`config.mk`:
```
export PLATFORM = sky130hd
export DESIGN_NAME = spart_rx
export DESIGN_NICKNAME = d
export VERILOG_FILES = /design/src/rtl/spart_rx.sv
export SDC_FILE = /design/constraint.sdc
export NUM_CORES = 1
export LEC_CHECK = 0
export BUFFER_PORTS_ARGS = -buffer_cell sky130_fd_sc_hd__buf_2
export CAP_MARGIN = 10
export CORE_MARGIN = 2
export CORE_UTILIZATION = 54
export CTS_BUF_LIST = sky130_fd_sc_hd__clkbuf_4 sky130_fd_sc_hd__clkbuf_8
export DETAILED_ROUTE_END_ITERATION = 6
export GPL_ROUTABILITY_DRIVEN = 0
export PLACE_DENSITY = 0.79
export SLEW_MARGIN = 15
export SYNTH_ARGS = -nofsm -noshare
export SYNTH_HDL_FRONTEND = slang
export SYNTH_SLANG_ARGS = --single-unit
```
`constraint.sdc`:
```
create_clock -name clk -period 1.8 [get_ports clk]
set_input_delay 0.18 -clock clk [delete_from_list [all_inputs] [get_ports clk]]
set_output_delay 0.18 -clock clk [all_outputs]
set_load 0.01 [all_outputs]
```
`src/rtl/spart_rx.sv`:
```
// Receive stage of the mini-SPART: 8N1 deserialiser on a 16x oversampled baud tick,
// with a one-byte receive buffer, data-available flag and framing-error flag.
module spart_rx (
    input  logic       clk,
    input  logic       rst,
    input  logic       enable,
    input  logic       rxd,
    input  logic       rd_rx,
    output logic [7:0] rx_data,
    output logic       rda,
    output logic       framing_err
);

    localparam int unsigned DATA_W = 8;
    localparam int unsigned TICK_W = 4;
    localparam int unsigned BIT_W  = 4;

    localparam logic [TICK_W-1:0] MID_START = TICK_W'(7);
    localparam logic [TICK_W-1:0] LAST_TICK = TICK_W'(15);
    localparam logic [BIT_W-1:0]  LAST_BIT  = BIT_W'(DATA_W - 1);

    typedef enum logic [2:0] {
        IDLE,
        START,
        DATA,
        STOP,
        BRK
    } state_t;

    state_t              state, state_nxt;
    logic [TICK_W-1:0]   tick_cnt, tick_nxt;
    logic [BIT_W-1:0]    bit_cnt, bit_nxt;
    logic [DATA_W-1:0]   shift_q, shift_nxt;
    logic [DATA_W-1:0]   rx_data_nxt;
    logic                rda_nxt;
    logic                ferr_nxt;
    logic                rxd_m, rxd_s;

    // Two-flop synchroniser for the asynchronous line; idles high
    always_ff @(posedge clk) begin
        if (rst) begin
            rxd_m <= 1'b1;
            rxd_s <= 1'b1;
        end else begin
            rxd_m <= rxd;
            rxd_s <= rxd_m;
        end
    end

    // State, counters and output registers
    always_ff @(posedge clk) begin
        if (rst) begin
            state       <= IDLE;
            tick_cnt    <= '0;
            bit_cnt     <= '0;
            shift_q     <= '0;
            rx_data     <= '0;
            rda         <= 1'b0;
            framing_err <= 1'b0;
        end else begin
            state       <= state_nxt;
            tick_cnt    <= tick_nxt;
            bit_cnt     <= bit_nxt;
            shift_q     <= shift_nxt;
            rx_data     <= rx_data_nxt;
            rda         <= rda_nxt;
            framing_err <= ferr_nxt;
        end
    end

    // Next-state logic; a good stop bit sets rda after the read clear so set wins
    always_comb begin
        state_nxt   = state;
        tick_nxt    = tick_cnt;
        bit_nxt     = bit_cnt;
        shift_nxt   = shift_q;
        rx_data_nxt = rx_data;
        rda_nxt     = rda;
        ferr_nxt    = framing_err;

        if (rd_rx) begin
            rda_nxt = 1'b0;
        end

        if (enable) begin
            case (state)
                IDLE: begin
                    if (!rxd_s) begin
                        state_nxt = START;
                        tick_nxt  = '0;
                    end
                end
                START: begin
                    tick_nxt = tick_cnt + TICK_W'(1);
                    if (tick_cnt == MID_START) begin
                        if (!rxd_s) begin
                            state_nxt = DATA;
                            tick_nxt  = '0;
                            bit_nxt   = '0;
                        end else begin
                            state_nxt = IDLE;
                        end
                    end
                end
                DATA: begin
                    tick_nxt = tick_cnt + TICK_W'(1);
                    if (tick_cnt == LAST_TICK) begin
                        shift_nxt = {rxd_s, shift_q[DATA_W-1:1]};
                        bit_nxt   = bit_cnt + BIT_W'(1);
                        if (bit_cnt == LAST_BIT) begin
                            state_nxt = STOP;
                            tick_nxt  = '0;
                        end
                    end
                end
                STOP: begin
                    tick_nxt = tick_cnt + TICK_W'(1);
                    if (tick_cnt == LAST_TICK) begin
                        if (rxd_s) begin
                            rx_data_nxt = shift_q;
                            rda_nxt     = 1'b1;
                            ferr_nxt    = 1'b0;
                            state_nxt   = IDLE;
                        end else begin
                            ferr_nxt  = 1'b1;
                            state_nxt = BRK;
                        end
                    end
                end
                BRK: begin
                    // Wait for the line to return high before hunting for a new start bit
                    if (rxd_s) begin
                        state_nxt = IDLE;
                    end
                end
                default: begin
                    state_nxt = IDLE;
                end
            endcase
        end
    end

endmodule
```
Yosys cells after proc, flatten, opt, wreduce, memory -nomap -nowiden:

Cells that the tools add are included.

* $add $sub $neg: 2
* eq/ne operators: 14
* reductions and logical operators: 9
* muxes and demuxes: 24

Operators by type and width (count)
* 4-bit 2-to-1 mux: 7
* 3-bit 2-to-1 mux: 7
* 4-bit case mux with 4 select lines: 1
* 3-bit case mux with 5 select lines: 1
* 2-bit inequality test (second input constant): 7
* 3-bit AND reduction: 3
* 4-bit by 1-bit adder with 4-bit output (second input constant): 2
* 4-bit by 3-bit equality test with 1-bit output (second input constant): 2
* 4-bit case mux with 2 select lines: 1
* 7-bit AND reduction: 1
* 3-bit by 2-bit equality test with 1-bit output (second input constant): 2
* 1-bit 2-to-1 mux: 6
* 5-bit AND reduction: 1
* 4-bit equality test (second input constant): 1
* 4-bit AND reduction: 1
* 4-bit nonzero test: 1
* 3-bit by 1-bit equality test with 1-bit output (second input constant): 1
* 3-bit equality test (second input constant): 1
* 3-bit zero test: 1
* 2-bit 2-to-1 mux: 1
* 2-bit nonzero test: 1

* output and inout port bits: 10
* logic and storage cells: 58
* flip-flop bits (word level): 31
* input port bits: 5

Logic depth before layout (Yosys ltp):

Gate-level depths: netlist of run 1.

* depth after elaboration: 5
* mapped depth: 6

Worst setup path before layout of run 1:

OpenSTA, ideal clock, no wires.

* path type: register to register
* from: register bit_cnt[0]
* to: register state[0]
* data required time: 1.679 ns
* stages on the path, launching flop included: 6
* data arrival time: 1.597 ns
* library setup time: 0.121 ns
* setup slack: 0.082 ns
* cell sequence: dfxtp_1 > ha_1 > nand3b_1 > a222oi_1 > nand3_1 > mux2_4

* longest elaborated chain between the ends: 3

RTL lines
* start, declared: RTL line 32 `logic [BIT_W-1:0] bit_cnt, bit_nxt;`
* start signal, assigned: RTL line 63 `bit_cnt <= bit_nxt;`
* 4-bit by 3-bit equality test with 1-bit output: RTL line 110 `if (bit_cnt == LAST_BIT) begin`
* 2-bit inequality test (no line)
* 7-bit AND reduction (no line)
* end signal, assigned: RTL line 61 `state <= state_nxt;`
* end, declared: RTL line 30 `state_t state, state_nxt;`

No other way between the ends.
A chain may end at the register's enable or synchronous reset.

Worst setup path after layout of run 1:

* from: register state[1]
* to: register state[0]

* longest elaborated chain between the ends: 3

RTL lines
* 3-bit by 2-bit equality test with 1-bit output, or another cell as far along: RTL line 86 `case (state)`
* 2-bit inequality test (no line)
* 7-bit AND reduction (no line)

Several ways; a longest one is shown, not always the timed one.

==> results of run 1 <==
-- per-layer routing --
| metal | part of all wire | up-vias |
|---|---|---|
| met4 | 0.017 | 0 |
| met3 | 0.057 | 5 |
| li1 | - | 590 |
| met1 | 0.43 | 572 |
| met2 | 0.49 | 31 |
| met5 | 0 | - |
-- logic make-up (layout without fill, tap and decap cells) --
family / after synthesis / in the layout / synth area share
DFF: 31 / 31 / 0.433
and+or+nand+nor: 59 / 59 / 0.228
buffers and inverters: 13 / 33 / 0.0480
muxes: 17 / 17 / 0.122
xor gates and xnor gates: 3 / 3 / 0.0183
AOI/OAI and AO/OA: 27 / 27 / 0.133
adders and majority gates: 2 / 2 / 0.0175
-- state kept, by name, summed over array words and instances, names as in the netlist --
name         cells
bit_cnt          4
framing_err      1
rda              1
rx_data          8
rxd_m            1
rxd_s            1
shift_q          8
state            3
tick_cnt         4
-- final cells by class --
cell class,instances,area (um^2),area share
well taps,30,37.5,0.0225
repair buffers,22,143,0.0856
flip-flops and latches,31,626,0.376
multi-input cells,108,776,0.466
inverters,3,11.3,0.00676
clock buffers,8,72.6,0.0436
-- path summary, 6_finish.rpt --
kind | to | from
setup / recovery | state[0] | state[1]
hold / removal | rxd_m | rxd
hold reg to reg | rxd_s | rxd_m
setup reg to reg | state[0] | state[1]
-- cell usage in the layout, fill, tap and decap left out, drive strengths merged, types with 2 or more instances in the layout --
cell / synthesis / routed
mux2i: 16 / 16
and3: 2 / 2
a222oi: 2 / 2
nor3: 2 / 2
clkbuf: 4 / 8
ha: 2 / 2
nand2b: 4 / 4
nor3b: 2 / 2
nor2b: 2 / 2
buf: 6 / 22
a21oi: 10 / 10
o31ai: 2 / 2
nand4bb: 2 / 2
dfxtp: 31 / 31
o21ai: 2 / 2
a211o: 2 / 2
nor2: 22 / 22
xnor2: 2 / 2
nand4: 2 / 2
inv: 3 / 3
nand2: 5 / 5
nand3b: 2 / 2
a311oi: 2 / 2
nand3: 5 / 5
or2: 3 / 3
-- critical path, cell delays in order (launching register included) --
cell	delay (ps)
dfxtp_1	340
buf_4	150
and3b_4	200
a222oi_1	390
nand3_1	200
mux2_4	330
-- power groups by stage --
stage	logic (mW)	clock network [mW]	registers [mW]
after floorplan	0.237	0	0.723
after global routing	0.369	0.506	0.738
after detailed placement	0.316	0	0.743
final	0.338	0.467	0.735
after global placement	0.311	0	0.741
after CTS	0.319	0.484	0.727
-- what timing repair did --
| item | 4_1_cts | 5_1_grt |
|---|---|---|
| gates resized for setup | 0 | 10 |
| hold endpoints to repair | 0 | 0 |
| endpoints found under the setup margin | 0 | 11 |
| setup buffers | 0 | 1 |
-- synthesized netlist by cell type, types with 3 or more instances --
master,count,area (um^2)
nand2_1,5,18.8
inv_1,3,11.3
nand2b_1,4,25.0
nor2_1,22,82.6
dfxtp_1,31,621
mux2i_1,16,160
or2_2,3,18.8
clkbuf_1,4,15.0
nand3_1,5,25.0
a21oi_1,10,50.1
buf_2,4,20.0
-- stage by stage --
step | std cells | worst slack (ps) | TNS (ps) | instance area, um^2 | hold WS, ps
finish | 202 | 103 | 0 | 1670 | 61.4
global route | 202 | -33.6 | -37.4 | 1670 | 63.4
CTS | 201 | 17.6 | 0 | 1620 | 49.0
detailed placement | 193 | 59.8 | 0 | 1550 | 370
global placement | 193 | 116 | 0 | 1550 | 366
floorplan | 152 | 81.7 | 0 | 1430 | 284
==> run summary, run 1 <==
Synthesized Nets: 159
Ports: 15
Fmax: 0.589 GHz
DRT Wirelength: 2930 um
Worst Tran Pin Value: 547 ps
Hold buffers post-CTS: 0
Top Usage Layer GRT: met2
Final nets: 178
Filler Cells Inserted: 201
Kind of end point of the critical path: flop
M1 GR Usage: 0.226
Hold WC Path Type: input port to flop
Hold path cells: 2
Total CTS buffers: 5
Top FF cell, synth: dfxtp_1
CP startpoint kind: flop
Die W: 55.5 um
Synthesis Warnings: 0
Clock period minus worst slack: 1700 ps
FF+latch count, synth: 31
Final Max Tran Viols: 0
Final period utilization: 0.943
Gr ovfl total: 0
H-tree level count: 2
Gr usage total: 0.200
P_int: 1.11 mW
Number of global-route vias before repair: 1111
P_sw: 0.430 mW
Worst Path Required: 2020 ps
Post-layout util: 0.666
Num rows: 18
Drt pass-1 iters: 5
WP data arrival: 1920 ps
Pwr/cell area: 925 nW/um^2
CTS Sinks: 31
Syn Area/Cell: 9.43 um^2
First-pass GRT wire length: 4810 um
GR met3 Demand/Resource: 0.0609
Die height: 55.5 um
Netlist cell types: 44
TritonCTS clock tree: built
Status: finished clean
Max-Cap Viols: 0
Antenna violations before repair: 0
Clock transition at path regs: 90 ps
Hpwl dp: 1940 um
Clock Tree Buf Depth: 2
Via Count: 1198
Clk pwr share: 0.303
Number of synthesized flops with an enable pin: 0
Reg2Reg Setup Slack: 100 ps
Relative slew slack: 0.635
I/O Buffers: 14
CTS root buf: clkbuf_4
Final Setup Violations: 0
Reg2Reg Depth: 5
ANT nets after route: 0
Clock skew: 8.94 ps
Area Growth Syn to Fin: 16.2%
Pwr Total: 1.54 mW
DR iter-0 viols: 25
Clk_lat worst skew: 330 ps
Sequential Power Share: 0.477
Final hold viol count: 0
Sequential area share after synthesis: 0.433
Starting Density: 0.573
WS Path Type: flop to flop
Antenna cells: 0
Via/cell ratio: 5.93
Max rail drop VDD: 0.894 mV
Static Leak: 0.681 nW
Switching Share: 0.279
Worst-path fanout max: 4
Remaining DRCs: 0
Post-DR wirelength/cell: 14.5 um
Die area: 3080 um^2
Comb power frac: 0.220
Post-Syn Instances: 152
Met2 usage: 0.344
Synth Cell Area: 1430 um^2
Core area: 2500 um^2
Ys async rst share: 0
Share of layout cells above drive strength 1: 0.256
Largest net degree at the start of global routing: 34
(Power assumes the default switching activity.)
==> run 2: changes to the inputs <==
==> config.mk (replaced) <==
export PLATFORM = sky130hd
export DESIGN_NAME = spart_rx
export DESIGN_NICKNAME = d
export VERILOG_FILES = /design/src/rtl/spart_rx.sv
export SDC_FILE = /design/constraint.sdc
export NUM_CORES = 1
export LEC_CHECK = 0
export ABC_AREA = 1
export BUFFER_PORTS_ARGS = -buffer_cell sky130_fd_sc_hd__buf_2
export CAP_MARGIN = 20
export CORE_MARGIN = 2
export CORE_UTILIZATION = 55
export CTS_BUF_LIST = sky130_fd_sc_hd__clkbuf_4 sky130_fd_sc_hd__clkbuf_8
export DETAILED_ROUTE_END_ITERATION = 6
export GPL_ROUTABILITY_DRIVEN = 0
export PLACE_DENSITY = 0.8
export SLEW_MARGIN = 20
export SYNTH_ARGS = -nofsm -noshare
export SYNTH_HDL_FRONTEND = slang
export SYNTH_SLANG_ARGS = --single-unit
==> run summary, run 2 <==
Post-route cell area: 1740 um^2 (+4.4%)
Number of global-route vias before repair: 1178 (+6.0%)
Sequential Power Share: 0.386 (-0.091)
WP data arrival: 1760 ps (-160 ps)
Final hold viol count: 0 (unchanged)
Worst hold path endpoint: rxd_m
R2R Path Start: tick_cnt[1]
Clock transition at path regs: 100 ps (about the same)
Area share of the largest cell type after synthesis: 0.396 (-0.0370)
Antenna violations before repair: 0 (unchanged)
Comb power frac: 0.346 (+0.126)
Kind of end point of the critical path: flop
Hold WC Path Type: input port to flop
Status: finished clean
Clk pwr share: 0.268 (-0.035)
Ports: 15 (unchanged)
Clock skew: 9.84 ps (+0.899 ps)
Most frequent cell after synthesis: nor2_1
Num rows: 19 (+1)
Clk_lat worst skew: 330 ps (about the same)
ANT nets after route: 0 (unchanged)
HP Start: rxd
Via/cell ratio: 5.07 (-15%)
RSZ-0062 raised after global routing: false
Worst Tran Pin Value: 547 ps (+0.613 ps)
Commonest cells post-synth: nor2_1, dfxtp_1, nand2_1
Final Setup Violations: 0 (unchanged)
WS Path Type: flop to flop
Post-DR wirelength/cell: 11.1 um (-24%)
Largest net degree at the start of global routing: 23 (-32%)
H-tree level count: 2 (unchanged)
I/O Buffers: 14 (unchanged)
DRT Wirelength: 2920 um (-0.17%)
CTS root buf: clkbuf_4
Final nets: 239 (+34%)
RR Endpoint: rx_data[7]
DR iter-0 viols: 51 (+100%)
Setup repair bufs after CTS: 0 (unchanged)
Die W: 57.4 um (+3.4%)
Final period utilization: 0.859 (-0.0834)
Clock period minus worst slack: 1550 ps (-150 ps)
P_int: 1.29 mW (+16%)
Setup slack at placement: 271 ps (+211 ps)
CP startpoint kind: flop
Static Leak: 0.752 nW (+11%)
Worst-path fanout max: 17 (+13)
Hold path cells: 2 (unchanged)
Clock Tree Buf Depth: 2 (unchanged)
Synthesized Nets: 222 (+40%)
Top FF cell, synth: dfxtp_1
Critical path startpoint: tick_cnt[1]
Via Count: 1338 (+12%)
Max rail drop VDD: 0.793 mV (-11%)
Regs by FF count: rx_data (8), shift_q (8)
Starting Density: 0.573 (about the same)
Dpl cells: 256 (+33%)
Sequential area share after synthesis: 0.396 (-0.0370)
Final Max Tran Viols: 0 (unchanged)
Die area: 3290 um^2 (+6.8%)
First-pass GRT wire length: 4930 um (+2.6%)
Gr usage total: 0.192 (-0.00809)
Core area: 2730 um^2 (+9.4%)
Leading area contributor after synthesis: dfxtp_1
WHS: 30.9 ps (-30.5 ps)
TritonCTS clock tree: built
Syn Area/Cell: 7.29 um^2 (-23%)
Share of layout cells above drive strength 1: 0.223 (-0.0326)
Total CTS buffers: 5 (unchanged)
Max-Cap Viols: 0 (unchanged)
Number of synthesized flops with an enable pin: 0 (unchanged)
Hold buffers post-CTS: 0 (unchanged)
Reg2Reg Setup Slack: 250 ps (+150 ps)
Post-CTS sizing: 0 (unchanged)
FF+latch count, synth: 31 (unchanged)
Ys async rst share: 0 (unchanged)
Fmax: 0.646 GHz (+9.7%)
Netlist cell types: 28 (-36%)
Post-layout util: 0.636 (-0.0305)
CTS Sinks: 31 (unchanged)
Area contributors post-synth: dfxtp_1, nor2_1, nand2_1, o21ai_0, nand3_1
Final WS setup: 253 ps (+150 ps)
Placed instance area: 1650 um^2 (+6.7%)
Pwr Total: 2.10 mW (+37%)
Relative slew slack: 0.635 (-0.000810)
Synth Cell Area: 1570 um^2 (+9.3%)
Pwr/cell area: 1210 nW/um^2 (+31%)
Worst Path Required: 2020 ps (about the same)
Hpwl dp: 2200 um (+13%)
Commonest non-fill, non-tap cell in the layout: nor2_1
Switching Share: 0.388 (+0.108)
Post-route insts no fill: 264 (+31%)
Remaining DRCs: 0 (unchanged)
Commonest non-fill, non-tap cells in the layout: nor2_1, nand2_1, dfxtp_1, inv_1, o21ai_0
Drt pass-1 iters: 4 (-1)
Setup tns final: 0 ps (unchanged)
Post-Syn Instances: 215 (+41%)
P_sw: 0.815 mW (+90%)
Antenna cells: 0 (unchanged)
Gr ovfl total: 0 (unchanged)
Area Growth Syn to Fin: 10.9%
Reg2Reg Depth: 8 (+3)
Die height: 57.4 um (+3.4%)
Synthesis Warnings: 0 (unchanged)
## run 2: power groups by stage
stage / Combinational [mW] / Clock (mW) / Sequential (mW)
after CTS: 0.727 / 0.575 / 0.813
after floorplan: 0.641 / 0 / 0.781
after detailed placement: 0.724 / 0 / 0.828
after global placement: 0.711 / 0 / 0.827
after global routing: 0.819 / 0.595 / 0.825
final: 0.727 / 0.564 / 0.813
## run 2: metal layers
layer / vias up / track usage / part of all wire
li1: 728 / - / -
met1: 571 / 0.266 / 0.51
met2: 32 / 0.289 / 0.43
met3: 7 / 0.0544 / 0.045
met4: 0 / 0.0598 / 0.015
met5: - / 0 / 0
## run 2: worst max path at each step
stage | end | slack (ps) | cells after the start
after floorplan | rx_data[3] | 380 | 9
after global placement | rx_data[2] | 350 | 8
after detailed placement | rx_data[7] | 270 | 8
after CTS | rx_data[7] | 240 | 8
after global routing | rx_data[7] | 120 | 8
final | rx_data[7] | 250 | 8
## run 2: logic make-up (layout without fill, tap and decap cells)
kind of cell             count (synthesis)  count (layout)  synth area share
XOR/XNOR                                 2               2            0.0112
AND/OR/NAND/NOR                        107             107             0.339
adder cells (fa/ha/maj)                  2               2            0.0160
flip-flops                              31              31             0.396
AO/OA/AOI/OAI                           42              42             0.153
buffers and inverters                   31              49            0.0847
## run 2: final cells by class
type / count / area [um^2]
fillers: 248 / 996
flip-flops and latches: 31 / 621
clock inverters: 2 / 35.0
clock buffers: 6 / 51.3
inverters: 25 / 93.8
repair buffers: 16 / 85.1
well taps: 31 / 38.8
multi-input cells: 153 / 813
## run 2: critical path: stages, from the launching register on
cell and delay [ps]:
dfxtp_1 370, ha_1 230, nand2_2 110, nor2_4 140, nand2_4 80, nor2_4 120
nand2_4 130, o21ai_0 200, a21oi_1 60
==> run 3: changes to the inputs <==
--- a/config.mk
+++ b/config.mk
@@ -8,12 +8,15 @@
 export ABC_AREA = 1
 export BUFFER_PORTS_ARGS = -buffer_cell sky130_fd_sc_hd__buf_2
 export CAP_MARGIN = 20
+export CORE_ASPECT_RATIO = 0.75
 export CORE_MARGIN = 2
 export CORE_UTILIZATION = 55
 export CTS_BUF_LIST = sky130_fd_sc_hd__clkbuf_4 sky130_fd_sc_hd__clkbuf_8
+export CTS_CLUSTER_SIZE = 12
 export DETAILED_ROUTE_END_ITERATION = 6
 export GPL_ROUTABILITY_DRIVEN = 0
 export PLACE_DENSITY = 0.8
+export SKIP_CTS_REPAIR_TIMING = 1
 export SLEW_MARGIN = 20
 export SYNTH_ARGS = -nofsm -noshare
 export SYNTH_HDL_FRONTEND = slang
==> run summary, run 3 (synthesized netlist as in run 2, its figures left out) <==
Status: finished clean
Commonest non-fill, non-tap cell in the layout: nor2_1
Reg2Reg Depth: 8 (unchanged)
Footprint of the multi-input gates: 813 um^2 (unchanged)
Placed instance area: 1660 um^2 (+0.38%)
Hold WC Path Type: input port to flop
WS Path Type: flop to flop
Clock skew: 5.65 ps (-4.19 ps)
Worst-path fanout max: 17 (unchanged)
Max rail drop VDD: 0.822 mV (+3.7%)
Reg2Reg Setup Slack: 270 ps (about the same)
H-tree level count: 2 (unchanged)
Filler Cells Inserted: 226 (-8.9%)
Via Count: 1329 (-0.67%)
Hold path cells: 2 (unchanged)
Antenna cells: 0 (unchanged)
Post-DR wirelength/cell: 11.1 um (+0.26%)
Clock Tree Buf Depth: 2 (unchanged)
CTS root buf: clkbuf_8
CTS Sinks: 31 (unchanged)
Worst-path cell chain: ha_1 > nand2_2 > nor2_4 > nand2_4 > nor2_4 > nand2_4 > o21ai_0 > a21oi_1
Post-route cell area: 1780 um^2 (+2.2%)
Clock transition at path regs: 60 ps (-40 ps)
Setup tns final: 0 ps (unchanged)
CP startpoint kind: flop
Worst Path Required: 1960 ps (-60 ps)
Gr usage total: 0.204 (+0.0127)
Slowest stage delay, CP: 350 ps (-20 ps)
Die height: 50.2 um (-12%)
HP Start: rxd
Clk_lat worst skew: 280 ps (-50 ps)
Core area: 2660 um^2 (-2.6%)
DR iter-0 viols: 73 (+43%)
Gr ovfl total: 0 (unchanged)
Pwr/cell area: 1280 nW/um^2 (+5.5%)
DRT Wirelength: 2990 um (+2.2%)
Number of global-route vias before repair: 1121 (-4.8%)
RSZ-0062 raised after global routing: false
Worst Tran Pin Value: 547 ps (-0.818 ps)
Seq. cell area: 621 um^2 (unchanged)
I/O Buffers: 14 (unchanged)
Crit-path leading delay family: simple AND/OR/NAND/NOR gates
ANT nets after route: 0 (unchanged)
Final nets: 239 (unchanged)
Area Growth Syn to Fin: 13.3%
Hpwl dp: 2140 um (-2.7%)
Critical path startpoint: tick_cnt[0]
Fmax: 0.652 GHz (+0.90%)
Relative slew slack: 0.635 (about the same)
Antenna violations before repair: 0 (unchanged)
WP data arrival: 1700 ps (-60 ps)
Starting Density: 0.588 (+0.0153)
Worst hold path endpoint: rxd_m
Via/cell ratio: 4.94 (-2.5%)
Final Setup Violations: 0 (unchanged)
Num rows: 16 (-3)
Remaining DRCs: 0 (unchanged)
Static Leak: 0.765 nW (+1.7%)
Final period utilization: 0.852 (-0.00764)
Worst path bufs/invs: 0 (unchanged)
TritonCTS clock tree: built
Drt pass-1 iters: 4 (unchanged)
Total CTS buffers: 5 (unchanged)
Clock period minus worst slack: 1530 ps (-13.8 ps)
CP max-delay cell: dfxtp_1
Regs by FF count: rx_data (8), shift_q (8)
Final Max Tran Viols: 0 (unchanged)
Share of layout cells above drive strength 1: 0.223 (unchanged)
Max-Cap Viols: 0 (unchanged)
RR Endpoint: rx_data[1]
Final hold viol count: 0 (unchanged)
R2R Path Start: tick_cnt[0]
First-pass GRT wire length: 5000 um (+1.4%)
Die W: 65.6 um (+14%)
Die area: 3300 um^2 (+0.13%)
Largest net degree at the start of global routing: 23 (unchanged)
Commonest non-fill, non-tap cells in the layout: nor2_1, nand2_1, dfxtp_1, inv_1, o21ai_0
Ports: 15 (unchanged)
Kind of end point of the critical path: flop
Dpl cells: 261 (+2.0%)
Post-route insts no fill: 269 (+1.9%)
run 3: changes by cell type in the layout (fill, tap and decap cells not counted):
cell / before / now
clkbuf_8: 1 / 6
clkbuf_4: 5 / 0
run 3: power breakdown:
part / switching [mW] / total [mW] / leakage (nW) / internal, mW
logic: 0.537 / 0.780 / 0.453 / 0.243
clock network: 0.251 / 0.699 / 0.0612 / 0.447
registers: 0.0560 / 0.789 / 0.251 / 0.733
total: 0.844 / 2.27 / 0.765 / 1.42
run 3: cell type report:
class                   count  share of cell area
well taps                  36              0.0254
clock inverters             2              0.0197
repair buffers             16              0.0479
clock buffers               6              0.0465
inverters                  25              0.0529
flip-flops and latches     31               0.350
multi-input cells         153               0.458
run 3: worst max-delay path by stage:
stage / to / slack, ps / cells after the start
after floorplan: rx_data[3] / 380 / 9
after global placement: rx_data[1] / 300 / 8
after detailed placement: rx_data[4] / 280 / 8
after CTS: rx_data[4] / 260 / 8
after global routing: rx_data[1] / 90 / 8
final: rx_data[1] / 270 / 8
run 3: through the flow:
| stage | setup WS (ps) | total power [mW] | util | hold slack [ps] |
|---|---|---|---|---|
| finish | 267 | 2.27 | 0.667 | 86.7 |
| global route | 87.4 | 2.43 | 0.667 | 69.4 |
| CTS | 263 | 2.27 | 0.667 | 84.1 |
| detailed placement | 276 | 1.57 | 0.623 | 371 |
| global placement | 298 | 1.56 | 0.623 | 366 |
| floorplan | 382 | 1.42 | - | 284 |
run 3: metal layers:
| metal | wire [um] | vias to the layer above | part of all wire | GRT usage |
|---|---|---|---|---|
| li1 | - | 723 | - | - |
| met1 | 1580 | 564 | 0.53 | 0.286 |
| met2 | 1200 | 38 | 0.40 | 0.290 |
| met3 | 175 | 4 | 0.059 | 0.0785 |
| met4 | 27 | 0 | 0.0090 | 0.0625 |
| met5 | 0 | - | 0 | 0 |
